### src/rtl/health_manager.sv
// Per-player health keeper: block-reduced damage, post-hit invulnerability and knock-out.
// Define HEALTH_REGEN_EN to add idle-time health regeneration.
module health_manager #(
    parameter int unsigned FULL_HEALTH   = 200,
    parameter int unsigned INVULN_CYCLES = 25_000_000,
    parameter int unsigned REGEN_DELAY   = 100_000_000,
    parameter int unsigned REGEN_PERIOD  = 12_500_000
) (
    input  logic       clk,
    input  logic       rst_n,
    input  logic       new_round,
    input  logic       hit_valid,
    input  logic [7:0] hit_damage,
    input  logic       blocking,
    output logic       hit_ready,
    output logic [8:0] curr_health,
    output logic       hit_taken,
    output logic       invuln,
    output logic       ko
);

    localparam int unsigned IW = (INVULN_CYCLES > 1) ? $clog2(INVULN_CYCLES) : 1;
    localparam logic [8:0]    FULL     = 9'(FULL_HEALTH);
    localparam logic [IW-1:0] INV_LOAD = IW'(INVULN_CYCLES - 1);

    if (FULL_HEALTH > 511 || INVULN_CYCLES == 0 || REGEN_PERIOD == 0 || REGEN_DELAY == 0) begin : g_param_check
        $error("health_manager: parameter out of range");
    end

    typedef enum logic [1:0] {ST_ALIVE, ST_INVULN, ST_KO} state_t;

    state_t        r_state, w_state_nxt;
    logic [8:0]    r_health, w_health_nxt;
    logic [IW-1:0] r_inv_cnt, w_inv_cnt_nxt;
    logic          r_hit_taken;
    logic          w_accept;
    logic          w_regen_step;
    logic [8:0]    w_eff;
    logic [8:0]    w_hit_health;

    assign hit_ready    = (r_state == ST_ALIVE) && !new_round;
    assign w_accept     = hit_valid && hit_ready;
    assign w_eff        = {1'b0, blocking ? {1'b0, hit_damage[7:1]} : hit_damage};
    assign w_hit_health = (r_health > w_eff) ? (r_health - w_eff) : '0;

`ifdef HEALTH_REGEN_EN
    localparam int unsigned QW = $clog2(REGEN_DELAY + 1);
    localparam int unsigned PW = (REGEN_PERIOD > 1) ? $clog2(REGEN_PERIOD) : 1;
    localparam logic [QW-1:0] QMAX = QW'(REGEN_DELAY);
    localparam logic [PW-1:0] PMAX = PW'(REGEN_PERIOD - 1);

    logic [QW-1:0] r_quiet;
    logic [PW-1:0] r_period;
    logic          w_quiet_run;

    // Any condition that stops the quiet run (hit, new_round, KO, full health) restarts it from zero.
    assign w_quiet_run  = (r_state == ST_ALIVE) && (r_health < FULL) && !w_accept && !new_round;
    assign w_regen_step = w_quiet_run && (r_quiet == QMAX) && (r_period == PMAX);

    always_ff @(posedge clk or negedge rst_n) begin
        if (!rst_n) begin
            r_quiet  <= '0;
            r_period <= '0;
        end else if (!w_quiet_run) begin
            r_quiet  <= '0;
            r_period <= '0;
        end else if (r_quiet != QMAX) begin
            r_quiet  <= r_quiet + 1'b1;
        end else if (r_period == PMAX) begin
            r_period <= '0;
        end else begin
            r_period <= r_period + 1'b1;
        end
    end
`else
    assign w_regen_step = 1'b0;
`endif

    always_comb begin
        w_state_nxt   = r_state;
        w_health_nxt  = r_health;
        w_inv_cnt_nxt = r_inv_cnt;
        if (new_round) begin
            w_state_nxt   = ST_ALIVE;
            w_health_nxt  = FULL;
            w_inv_cnt_nxt = '0;
        end else begin
            case (r_state)
                ST_ALIVE: begin
                    if (w_accept) begin
                        w_health_nxt = w_hit_health;
                        if (w_hit_health == '0) begin
                            w_state_nxt = ST_KO;
                        end else begin
                            w_state_nxt   = ST_INVULN;
                            w_inv_cnt_nxt = INV_LOAD;
                        end
                    end else if (w_regen_step) begin
                        w_health_nxt = r_health + 9'd1;
                    end
                end
                ST_INVULN: begin
                    if (r_inv_cnt == '0) begin
                        w_state_nxt = ST_ALIVE;
                    end else begin
                        w_inv_cnt_nxt = r_inv_cnt - 1'b1;
                    end
                end
                ST_KO: begin
                    w_health_nxt = '0;
                end
                default: begin
                    w_state_nxt = ST_ALIVE;
                end
            endcase
        end
    end

    always_ff @(posedge clk or negedge rst_n) begin
        if (!rst_n) begin
            r_state     <= ST_ALIVE;
            r_health    <= FULL;
            r_inv_cnt   <= '0;
            r_hit_taken <= 1'b0;
        end else begin
            r_state     <= w_state_nxt;
            r_health    <= w_health_nxt;
            r_inv_cnt   <= w_inv_cnt_nxt;
            r_hit_taken <= w_accept;
        end
    end

    assign curr_health = r_health;
    assign hit_taken   = r_hit_taken;
    assign invuln      = (r_state == ST_INVULN);
    assign ko          = (r_state == ST_KO);

endmodule

### config.mk
export PLATFORM = sky130hd
export DESIGN_NAME = health_manager
export DESIGN_NICKNAME = d
export VERILOG_FILES = /design/src/rtl/health_manager.sv
export SDC_FILE = /design/constraint.sdc
export NUM_CORES = 1
export LEC_CHECK = 0
export ABC_AREA = 1
export BUFFER_PORTS_ARGS = -buffer_cell sky130_fd_sc_hd__buf_2
export CAP_MARGIN = 20
export CORE_UTILIZATION = 65
export CTS_CLUSTER_SIZE = 25
export DETAILED_ROUTE_END_ITERATION = 8
export PLACE_DENSITY = 0.86
export SLEW_MARGIN = 20
export SYNTH_ARGS = -nofsm -noshare
export SYNTH_HDL_FRONTEND = slang
export SYNTH_SLANG_ARGS = --single-unit
### constraint.sdc
create_clock -name clk -period 3.6 [get_ports clk]
set_clock_uncertainty 0.05 [all_clocks]
set_input_delay 0.18 -clock clk [delete_from_list [all_inputs] [get_ports clk]]
set_output_delay 0.18 -clock clk [all_outputs]
set_load 0.005 [all_outputs]
==> impl_metrics.csv <==
group,metric,value,unit
worst_setup_path,crit_chain,"inv_1 > ha_1 > inv_1 > fa_1 > nand3_1 > nand3_1 > nand2_1 > nand3_1 > nand2_1 > inv_1 > o21bai_2 > nand4_4 > buf_4 > nand3_1 > nand2_1",
sta,finalCritPeriodShare,75.12,%
cts,clk_pin_slew,0.08,ns
cts,post_cts_resized,0,
final_layout,n_antenna_cell,0,
synthesis,ys_seq_elements,37,
worst_setup_path,regToRegStartpoint,"curr_health[0]",
final_layout,drive_above_1_share,12.63,%
placed_design,place_congestion,0.9376,
floorplanning,rows,23,
final_layout,final_common_cell,"nand2_1",
worst_setup_path,reg2reg_depth,15,
placed_design,io_buffers,25,
grt,grt_max_degree,38,
run_status,status,"finished clean",
worst_setup_path,path_max_fanout,26,
worst_setup_path,rr_endpoint,"r_inv_cnt[15]",
final_layout,final_util,76.57,%
synthesis,ys_warn_count,0,
final_layout,design_area,3173,um2
sta,tns,0,ns
detailed_routing,avgRoutedWirePerCell,13.77,um
final_layout,final_cell_mix,"nand2_1 (135), inv_1 (62), nor2_1 (51)",
grt,grtUsageTotal,33.30,%
grt,antenna_found_initial,0,
worst_setup_path,crit_slowest_cell,"fa_1",
placed_design,hpwl,5016,um
floorplanning,core_area,4144,um2
pwr,peakVddDrop,0.4145,mV
worst_hold_path,hold_path_class,"input port to flip-flop",
grt,grt_pass1_wl,11630,um
detailed_routing,ant_nets,0,
floorplanning,dieHeight,68.89,um
worst_setup_path,startpoint_type,"flip-flop",
synthesis,syn_area,2908,um2
synthesis,yosysUniqueCellTypes,39,
worst_setup_path,end_kind,"flip-flop",
worst_setup_path,crit_top_cell,"nand3_1",
floorplanning,die_x,68.89,um
floorplanning,ios,26,
detailed_routing,first_pass_iters,5,
synthesis,syn_inst,441,
placed_design,place_area,3048,um2
worst_hold_path,hold_path_depth,2,
worst_setup_path,path_delay_family,"simple AND/OR/NAND/NOR gates",
sta,slew_headroom,44.78,%
worst_setup_path,critPathArrivalTime,2.85,ns
detailed_routing,vias_per_cell,5.611,
cts,clk_latency,0.31,ns
detailed_routing,drc,0,
cts,cts_tree,"built",
synthesis,synth_nets,464,
worst_setup_path,critical_path.max_stage_delay,0.44,ns
sta,rsz0062_at_grt,"false",
floorplanning,die_area,4745,um2
sta,setup_viol,0,
cts,clockBufferDepth,2,
floorplanning,start_util,70.17,%
grt,grt_pass1_vias,2486,
flow_run,cap_violations,0,
synthesis,avgSynthCellArea,6.594,um2
sta,min_period,2.704,ns
grt,grt_overflow_total,0,
sta,worst_slack,0.8958,ns
sta,final_max_slew_viol_count,0,
sta,worst_slew_pin_slew,0.8283,ns
detailed_routing,vias,2901,
cts,clock-sinks,37,
sta,hold_violations,0,
cts,numCtsBuffers,5,
worst_setup_path,critPathBufInv,4,
worst_setup_path,crit_type,"flip-flop to flip-flop",
pwr,power_density,668.1,nW/um2
worst_hold_path,min_from,"new_round",
worst_hold_path,whs_endpoint,"r_state[1]",
detailed_routing,drt_iter0_drc,320,
pwr,power_leakage,0.001746,uW
detailed_routing,wl,7118,um
cts,cts_root_buf,"clkbuf_8",
final_layout,area_growth,9.122,%
cts,cts_max_level,2,
final_layout,finalNetCount,489,
worst_setup_path,required,3.75,ns
final_layout,n_fill_cell,320,
worst_setup_path,reg2reg_setup_slack,0.90,ns
synthesis,synth_seq_area_share,31.97,%
placed_design,pre_cts_ws,0.7603,ns
sta,fmax,369.8,MHz
## per-layer routing
layer	wire length, um	up-vias	GRT usage (%)
met5	0	-	0
li1	-	1447	-
met2	3217	124	50.36
met4	85	0	9.949
met3	525	10	4.441
met1	3290	1320	48.83
## stage by stage
| step | hold slack [ns] | power [uW] | instances |
|---|---|---|---|
| 2_1_floorplan | -0.1656 | 1476 | 441 |
| 3_3_place_gp | 0.2705 | 1674 | 508 |
| 3_5_place_dp | 0.2733 | 1705 | 508 |
| 4_1_cts | 0.2118 | 2102 | 517 |
| 5_1_grt | 0.2424 | 2281 | 517 |
| 6_report | 0.2230 | 2120 | 517 |
## state kept, by name, summed over array words and instances, names as in the netlist
register / count
curr_health: 9
r_inv_cnt: 25
hit_taken: 1
r_state: 2
## Yosys cell counts, drive strengths merged
master,instances,area share (%)
xor2,5,1.5
dfstp,3,2.7
xnor2,7,2.1
nand3,45,7.7
o22ai,1,0.22
o211ai,1,0.26
nand4,4,1.4
o21bai,2,0.65
o32ai,4,1.2
nand2,139,18
buf,9,2.2
a21boi,2,0.52
ha,9,3.9
nor2,55,7.6
nand3b,2,0.52
mux2i,2,0.69
o31ai,1,0.43
o21ai,23,4.1
a21oi,12,2.6
a31oi,6,1.3
fa,1,0.69
dfrtp,34,29
nor3,4,0.69
clkbuf,2,0.26
or2,3,0.73
inv,65,8.4
## cells by family after synthesis
family                   synth area share [%]
AND/OR/NAND/NOR                         37.13
buffers and inverters                   10.80
AO/OA/AOI/OAI                           11.23
flip-flops                              31.97
XOR/XNOR                                3.614
adder cells (fa/ha/maj)                 4.561
multiplexers                           0.6885
## where the power goes
part           switching [uW]  internal (uW)
Combinational             683            370
Sequential                139            544
Clock                     176            208
Total                     998           1120
## cell type report
type / instances / area, um2 / share of cell area (%)
clock buffers: 5 / 68.82 / 2.169
clock inverters: 3 / 46.29 / 1.459
inverters: 65 / 244.0 / 7.689
multi-input cells: 328 / 1664 / 52.44
flip-flops and latches: 37 / 929.6 / 29.30
well taps: 50 / 62.56 / 1.972
repair buffers: 29 / 157.7 / 4.968
## repair_timing
action	CTS	global route
buffers inserted	0	0
endpoints found under the hold margin	34	0
hold buffers	1	0
## worst max-delay path by stage
stage,from,end,slack [ns],cells past startpoint
after floorplan,blocking,r_inv_cnt[14],1.15,18
after global placement,blocking,r_inv_cnt[21],0.88,18
after detailed placement,blocking,r_inv_cnt[15],0.76,18
after CTS,curr_health[0],r_inv_cnt[15],0.94,15
after global routing,curr_health[0],r_inv_cnt[4],0.73,15
final,curr_health[0],r_inv_cnt[15],0.90,15
Power figures use the tool's default switching activity.
